==> config.mk <==
export PLATFORM = sky130hd
export DESIGN_NAME = psum_accum_flat
export DESIGN_NICKNAME = d
export VERILOG_FILES = /design/src/rtl/psum_accum_pkg.sv /design/src/rtl/psum_accum_if.sv /design/src/rtl/psum_sat_add.sv /design/src/rtl/psum_accum.sv /design/src/flat_wrapper.sv
export SDC_FILE = /design/constraint.sdc
export NUM_CORES = 2
export LEC_CHECK = 0
export BUFFER_PORTS_ARGS = -buffer_cell sky130_fd_sc_hd__buf_2
export CORE_ASPECT_RATIO = 0.9
export CORE_UTILIZATION = 30
export CTS_BUF_LIST = sky130_fd_sc_hd__clkbuf_8
export DETAILED_ROUTE_END_ITERATION = 12
export PLACE_DENSITY_LB_ADDON = 0.25
export SETUP_SLACK_MARGIN = 0.5
export SLEW_MARGIN = 0
export SYNTH_ARGS = -nofsm -noshare
export SYNTH_HDL_FRONTEND = slang
export SYNTH_HIERARCHICAL = 1
export SYNTH_SLANG_ARGS = --single-unit
==> constraint.sdc <==
create_clock -name clk -period 11.3 [get_ports clk]
set_clock_uncertainty 0.15 [all_clocks]
set_input_delay 1.13 -clock clk [delete_from_list [all_inputs] [get_ports clk]]
set_output_delay 1.13 -clock clk [all_outputs]
set_load 0.01 [all_outputs]
==> src/rtl/psum_accum_pkg.sv <==
// Shared sizing constants and FSM encoding for the psum accumulator and its bench.
package psum_accum_pkg;
    localparam int col      = 8;
    localparam int psum_bw  = 16;
    localparam int len_kij  = 9;
    localparam int len_onij = 16;

    typedef enum logic [1:0] {
        s_idle  = 2'd0,
        s_accum = 2'd1,
        s_drain = 2'd2
    } state_t;

    function automatic int cnt_w(input int n);
        return (n > 1) ? $clog2(n) : 1;
    endfunction
endpackage

==> src/rtl/psum_accum_if.sv <==
// Input psum stream and output ReLU stream, both valid/ready.
interface psum_accum_if #(
    parameter int col     = psum_accum_pkg::col,
    parameter int psum_bw = psum_accum_pkg::psum_bw
);
    logic                   in_valid;
    logic                   in_ready;
    logic [col*psum_bw-1:0] in_psum;
    logic                   out_valid;
    logic                   out_ready;
    logic [col*psum_bw-1:0] out_data;

    modport master (
        output in_valid, in_psum, out_ready,
        input  in_ready, out_valid, out_data
    );

    modport slave (
        input  in_valid, in_psum, out_ready,
        output in_ready, out_valid, out_data
    );
endinterface

==> src/rtl/psum_sat_add.sv <==
// Combinational signed adder that clamps to the representable psum range.
module psum_sat_add #(
    parameter int psum_bw = 16
) (
    input  logic signed [psum_bw-1:0] a,
    input  logic signed [psum_bw-1:0] b,
    output logic signed [psum_bw-1:0] sum
);
    localparam logic [psum_bw-1:0] max_v = {1'b0, {(psum_bw-1){1'b1}}};
    localparam logic [psum_bw-1:0] min_v = {1'b1, {(psum_bw-1){1'b0}}};

    logic [psum_bw:0] wide;

    always_comb begin
        wide = {a[psum_bw-1], a} + {b[psum_bw-1], b};
        // Top two bits disagree only on overflow; the top bit gives the direction.
        if (wide[psum_bw] != wide[psum_bw-1]) begin
            sum = wide[psum_bw] ? min_v : max_v;
        end else begin
            sum = wide[psum_bw-1:0];
        end
    end
endmodule

==> src/rtl/psum_accum.sv <==
// Accumulates len_kij psum vectors per output pixel, then drains them through ReLU.
//   state   | meaning
//   s_idle  | waiting for start
//   s_accum | accepting psum vectors, onij fastest then kij
//   s_drain | emitting ReLU'd acc_mem in onij order
module psum_accum #(
    parameter int col      = psum_accum_pkg::col,
    parameter int psum_bw  = psum_accum_pkg::psum_bw,
    parameter int len_kij  = psum_accum_pkg::len_kij,
    parameter int len_onij = psum_accum_pkg::len_onij
) (
    input  logic              clk,
    input  logic              reset,
    input  logic              start,
    output logic              busy,
    output logic              done,
    psum_accum_if.slave       bus
);
    import psum_accum_pkg::*;

    localparam int vw     = col * psum_bw;
    localparam int kij_w  = cnt_w(len_kij);
    localparam int onij_w = cnt_w(len_onij);
    localparam logic [kij_w-1:0]  kij_last  = kij_w'(len_kij - 1);
    localparam logic [onij_w-1:0] onij_last = onij_w'(len_onij - 1);

    state_t              state, state_nxt;
    logic [kij_w-1:0]    kij;
    logic [onij_w-1:0]   onij;
    logic [onij_w-1:0]   rd_idx;
    logic [vw-1:0]       acc_mem [len_onij];
    logic [vw-1:0]       acc_rd, acc_drain, sum_vec, wr_vec, relu_vec;
    logic                in_hs, out_hs, in_last, out_last;

    assign bus.in_ready = (state == s_accum);
    assign busy         = (state != s_idle);
    assign in_hs        = bus.in_valid && bus.in_ready;
    assign out_hs       = bus.out_valid && bus.out_ready;
    assign in_last      = in_hs && (kij == kij_last) && (onij == onij_last);
    assign out_last     = out_hs && (onij == onij_last);

    // While an output is presented, prefetch the next entry so handshakes run back to back.
    assign rd_idx    = (bus.out_valid && (onij != onij_last)) ? onij + 1'b1 : onij;
    assign acc_rd    = acc_mem[onij];
    assign acc_drain = acc_mem[rd_idx];
    assign wr_vec    = (kij == '0) ? bus.in_psum : sum_vec;

    for (genvar c = 0; c < col; c++) begin : g_lane
        psum_sat_add #(.psum_bw(psum_bw)) u_add (
            .a   (acc_rd[c*psum_bw +: psum_bw]),
            .b   (bus.in_psum[c*psum_bw +: psum_bw]),
            .sum (sum_vec[c*psum_bw +: psum_bw])
        );
        assign relu_vec[c*psum_bw +: psum_bw] =
            acc_drain[c*psum_bw + psum_bw - 1] ? '0 : acc_drain[c*psum_bw +: psum_bw];
    end

    always_comb begin
        state_nxt = state;
        unique case (state)
            s_idle:  if (start)    state_nxt = s_accum;
            s_accum: if (in_last)  state_nxt = s_drain;
            s_drain: if (out_last) state_nxt = s_idle;
            default:               state_nxt = s_idle;
        endcase
    end

    always_ff @(posedge clk) begin
        if (reset) state <= s_idle;
        else       state <= state_nxt;
    end

    always_ff @(posedge clk) begin
        if (reset) begin
            kij           <= '0;
            onij          <= '0;
            bus.out_valid <= 1'b0;
            bus.out_data  <= '0;
            done          <= 1'b0;
        end else begin
            done <= 1'b0;
            if (in_hs) begin
                if (onij == onij_last) begin
                    onij <= '0;
                    kij  <= (kij == kij_last) ? '0 : kij + 1'b1;
                end else begin
                    onij <= onij + 1'b1;
                end
            end
            if (state == s_drain) begin
                if (!bus.out_valid) begin
                    bus.out_valid <= 1'b1;
                    bus.out_data  <= relu_vec;
                end else if (out_hs) begin
                    if (onij == onij_last) begin
                        bus.out_valid <= 1'b0;
                        onij          <= '0;
                        done          <= 1'b1;
                    end else begin
                        onij         <= onij + 1'b1;
                        bus.out_data <= relu_vec;
                    end
                end
            end
        end
    end

    // No reset: the kij = 0 pass overwrites every entry before it is read.
    always_ff @(posedge clk) begin
        if (!reset && in_hs) acc_mem[onij] <= wr_vec;
    end
endmodule

==> src/flat_wrapper.sv <==
// flat-port wrapper written by rule: the top's interface ports become plain ports
module psum_accum_flat import psum_accum_pkg::*;
#(
    parameter int col      = psum_accum_pkg::col,
    parameter int psum_bw  = psum_accum_pkg::psum_bw,
    parameter int len_kij  = psum_accum_pkg::len_kij,
    parameter int len_onij = psum_accum_pkg::len_onij
)
  (clk, reset, start, busy, done, bus_in_valid, bus_in_psum, bus_out_ready, bus_in_ready, bus_out_valid, bus_out_data);
  psum_accum_if #(.col(col), .psum_bw(psum_bw)) bus_i ();
  input  logic clk;
  input  logic reset;
  input  logic start;
  output logic busy;
  output logic done;
  input wire logic [$bits(bus_i.in_valid)-1:0] bus_in_valid;
  input wire logic [$bits(bus_i.in_psum)-1:0] bus_in_psum;
  input wire logic [$bits(bus_i.out_ready)-1:0] bus_out_ready;
  output wire logic [$bits(bus_i.in_ready)-1:0] bus_in_ready;
  output wire logic [$bits(bus_i.out_valid)-1:0] bus_out_valid;
  output wire logic [$bits(bus_i.out_data)-1:0] bus_out_data;
  assign bus_i.in_valid = bus_in_valid;
  assign bus_i.in_psum = bus_in_psum;
  assign bus_i.out_ready = bus_out_ready;
  assign bus_in_ready = bus_i.in_ready;
  assign bus_out_valid = bus_i.out_valid;
  assign bus_out_data = bus_i.out_data;
  psum_accum #(.col(col), .psum_bw(psum_bw), .len_kij(len_kij), .len_onij(len_onij)) u_core (.clk(clk), .reset(reset), .start(start), .busy(busy), .done(done), .bus(bus_i));
endmodule
==> qor.csv <==
stage,metric,value,unit
die,core,382300,sq um
critical_path,crit_type,reg2reg,
drt,routed.top_layer,met5,
synthesis,synth_area_leaders,"edfxtp_1, mux4_2, mux2i_1",
clock_tree,cts.sinks,2180,
flow_run,cap_violations,0,
timing,layout_setup_ws,4.441,ns
clock_tree,cts_inserted_buffers,376,
critical_path,critPathMaxFanout,100,
synthesis,synth_top_cells_by_count,"edfxtp_1, mux2i_1, mux4_2, a21oi_1, nand2_1",
clock_tree,clockBufferDepth,4,
clock_tree,cts_hold_repair.buffers,0,
drt,wire_per_inst,29.05,microns
drt,wl_met3,24.78,mm
min_path,hold_class,in2reg,
power,ir_drop,0.00008319,V
synthesis,synth_edf_count,2048,
global_route,grtUsageTotal,18.85,%
timing,period_share,60.70,%
finish,synthToLayoutAreaGrowth,12.02,%
critical_path,crit_buf_inv,3,
critical_path,worstPathCellList,buf_4 > buf_12 > mux4_2 > nor2b_1 > a211oi_1 > a21oi_1 > ha_1 > inv_1 > fa_1 > nor2b_4 > o31ai_2 > a21oi_2 > o2111ai_1 > and3_1 > mux2i_4 > maj3_1 > mux2_2,
global_route,first_global_vias,73870,
clock_tree,cts_root_buf,clkbuf_8,
timing,slew_headroom,7.415,%
placed_design,io_buffers,256,
finish,nNetsFinal,7857,
clock_tree,cts_setup_buffers,0,
timing,tightestPinTransition,1.384,ns
clock_tree,cts.repair.resized,0,
drt,wl_met2,178.2,mm
power,power.combinational.fraction,10.4,%
placed_design,dp_cells,12303,
die,fp.dieH,590.9,microns
timing,drv_slew,0,
drt,route.detailed.drc,0,
synthesis,synth_area,115600,sq um
timing,max_freq,0.1458,GHz
clock_tree,cts_tree,done,
global_route,grt_max_degree,137,
drt,ant_nets,0,
clock_tree,h-tree-depth,5,
critical_path,cp_top_family,buffers and inverters,
synthesis,synth-main-ff-cell,edfxtp_1,
die,ios,265,
synthesis,synth_top_area_share,53.20,%
synthesis,yosysTopAreaCell,edfxtp_1,
die,die_x,656.3,microns
synthesis,synth_most_common_cell,edfxtp_1,
power,switchingPower,4.464,mW
finish,drive_gt1_share,26.13,%
die,rows,215,
run_status,run_status,"finished, final reports clean",
clock_tree,worstSkewPairLatency,1.10,ns
die,start_util,30.24,%
placed_design,pre_cts_ws,4.470,ns
die,design.die.area,387800,sq um
critical_path,crit_arrival,7.46,ns
timing,final.setup.tns,0,ns
timing,rsz0062_at_grt,false,
power,cellLeakagePower,39.36,nW
finish,final_cells,13002,
drt,met1_length,164.1,mm
clock_tree,clkTransAtPathRegs,0.06,ns
synthesis,synth-seq-cells,2180,
timing,min_period,6.859,ns
drt,vias_per_cell,5.611,
global_route,grt_pass1_wl,537.5,mm
critical_path,max_stage_delay,1.02,ns
power,total_power,17.81,mW
synthesis,synth.avg_cell_area,15.65,sq um
drt,drt-total-wl,377.7,mm
power,p_seq_share,49.7,%
drt,drt-initial-drc-count,7115,
power,p_sw_share,25.07,%
synthesis,ys_seq_area_share,55.48,%
power,p_int,13.34,mW
placed_design,place_hpwl,208.1,mm
drt,vias,72953,
power,clockPowerShare,39.8,%
critical_path,slowest_stage,dfxtp_4,
synthesis,yosysWarnings,6,
synthesis,synth_cell_types,77,
critical_path,cp-end-kind,flop,
power,power_density,137.5,nW/um^2
timing,finalHoldViolations,0,
global_route,antenna_found_initial,35,
global_route,grt_overflow,0,
critical_path,startpoint_type,flop,
drt,drtPass1Iterations,5,
synthesis,netlist_instances,7385,
synthesis,async_flop_share,0,%
critical_path,worstPathRequired,11.90,ns
finish,num-fill-cells,36478,
placed_design,place_congestion,0.7917,
timing,setup_viol,0,
-- routing by layer --
layer | global-route usage (%) | vias up
li1 | - | 31031
met1 | 25.88 | 38461
met2 | 31.02 | 2831
met3 | 2.785 | 626
met4 | 5.411 | 4
met5 | 0 | -
-- final cells by class --
| cell class | instances | area, sq um | area share (%) |
|---|---|---|---|
| inverter | 64 | 247.7 | 0.1913 |
| clock inverter | 278 | 1650 | 1.274 |
| sequential | 2180 | 64160 | 49.54 |
| multi-input combinational | 4564 | 48690 | 37.60 |
| clock buffer | 412 | 5670 | 4.379 |
| antenna | 9 | 22.52 | 0.01739 |
| tap | 5099 | 6380 | 4.927 |
| timing repair buffer | 396 | 2683 | 2.072 |
-- worst reg2reg max path: stages (launching register included) --
cell       delay (ns)
dfxtp_4          1.02
buf_4            0.78
buf_12           0.65
mux4_2           0.63
nor2b_1          0.14
a211oi_1         0.29
a21oi_1          0.09
ha_1             0.31
inv_1            0.08
fa_1             0.25
nor2b_4          0.06
o31ai_2          0.29
a21oi_2          0.13
o2111ai_1        0.21
and3_1           0.41
mux2i_4          0.23
maj3_1           0.41
mux2_2           0.41
-- through the flow --
step           utilization [%]  hold slack [ns]  cell area, sq um
2_1_floorplan                -           0.3015            115700
3_3_place_gp             31.96           0.3266            122200
3_5_place_dp             31.96           0.3394            122200
4_1_cts                  33.87           0.2263            129500
5_1_grt                  33.87           0.2927            129500
6_report                 33.88           0.3367            129500
-- power groups by stage --
stage	logic (mW)	clock network, mW	registers, mW
after floorplan	1.44	0	9.02
after global placement	1.83	0	9.02
after detailed placement	1.85	0	9.02
final	1.86	7.09	8.85
after CTS	1.86	7.27	8.85
after global routing	2.00	7.58	8.85
-- worst paths after layout --
path / depth (start not counted) / to / slack [ns] / start
setup / recovery: 17 / u_core/acc_mem[12][76]$_DFFE_PP_ / 4.44 / u_core/onij[1]$_SDFF_PP0_
hold / removal: 2 / u_core/kij[2]$_SDFFE_PP0P_ / 0.34 / reset
setup reg to reg: 17 / u_core/acc_mem[12][76]$_DFFE_PP_ / 4.44 / u_core/onij[1]$_SDFF_PP0_
hold reg to reg: 2 / u_core/bus.out_data[46]$_SDFFE_PP0P_ / 0.35 / u_core/bus.out_data[46]$_SDFFE_PP0P_
-- flip-flops by register name, summed over array words and instances (netlist names) --
register,flops
u_core/acc_mem,2048
u_core/bus.out_data,120
u_core/kij,4
u_core/onij,4
u_core/state,2
u_core/bus.out_valid,1
u_core/done,1
-- logic make-up after synthesis --
kind of cell | count (synthesis) | synth area share [%]
AOI/OAI and AO/OA | 1462 | 8.509
xor gates and xnor gates | 113 | 0.9860
adders and majority gates | 206 | 2.160
buffers and inverters | 648 | 2.688
DFF | 2180 | 55.48
muxes | 2020 | 26.90
other | 1 | 0.003244
and+or+nand+nor | 755 | 3.274
-- cell usage in the layout (no fill, tap or decap), drive strengths merged, types with 131 or more instances in the layout --
cell type	n
edfxtp	2048
mux2i	1024
mux4	846
a21oi	513
clkbuf	412
buf	396
nand2	339
inv	202
a211oi	160
mux2	150
o22ai	149
ha	134
dfxtp	132
nor2b	131
Note: power is estimated with default switching activity, not from simulation.
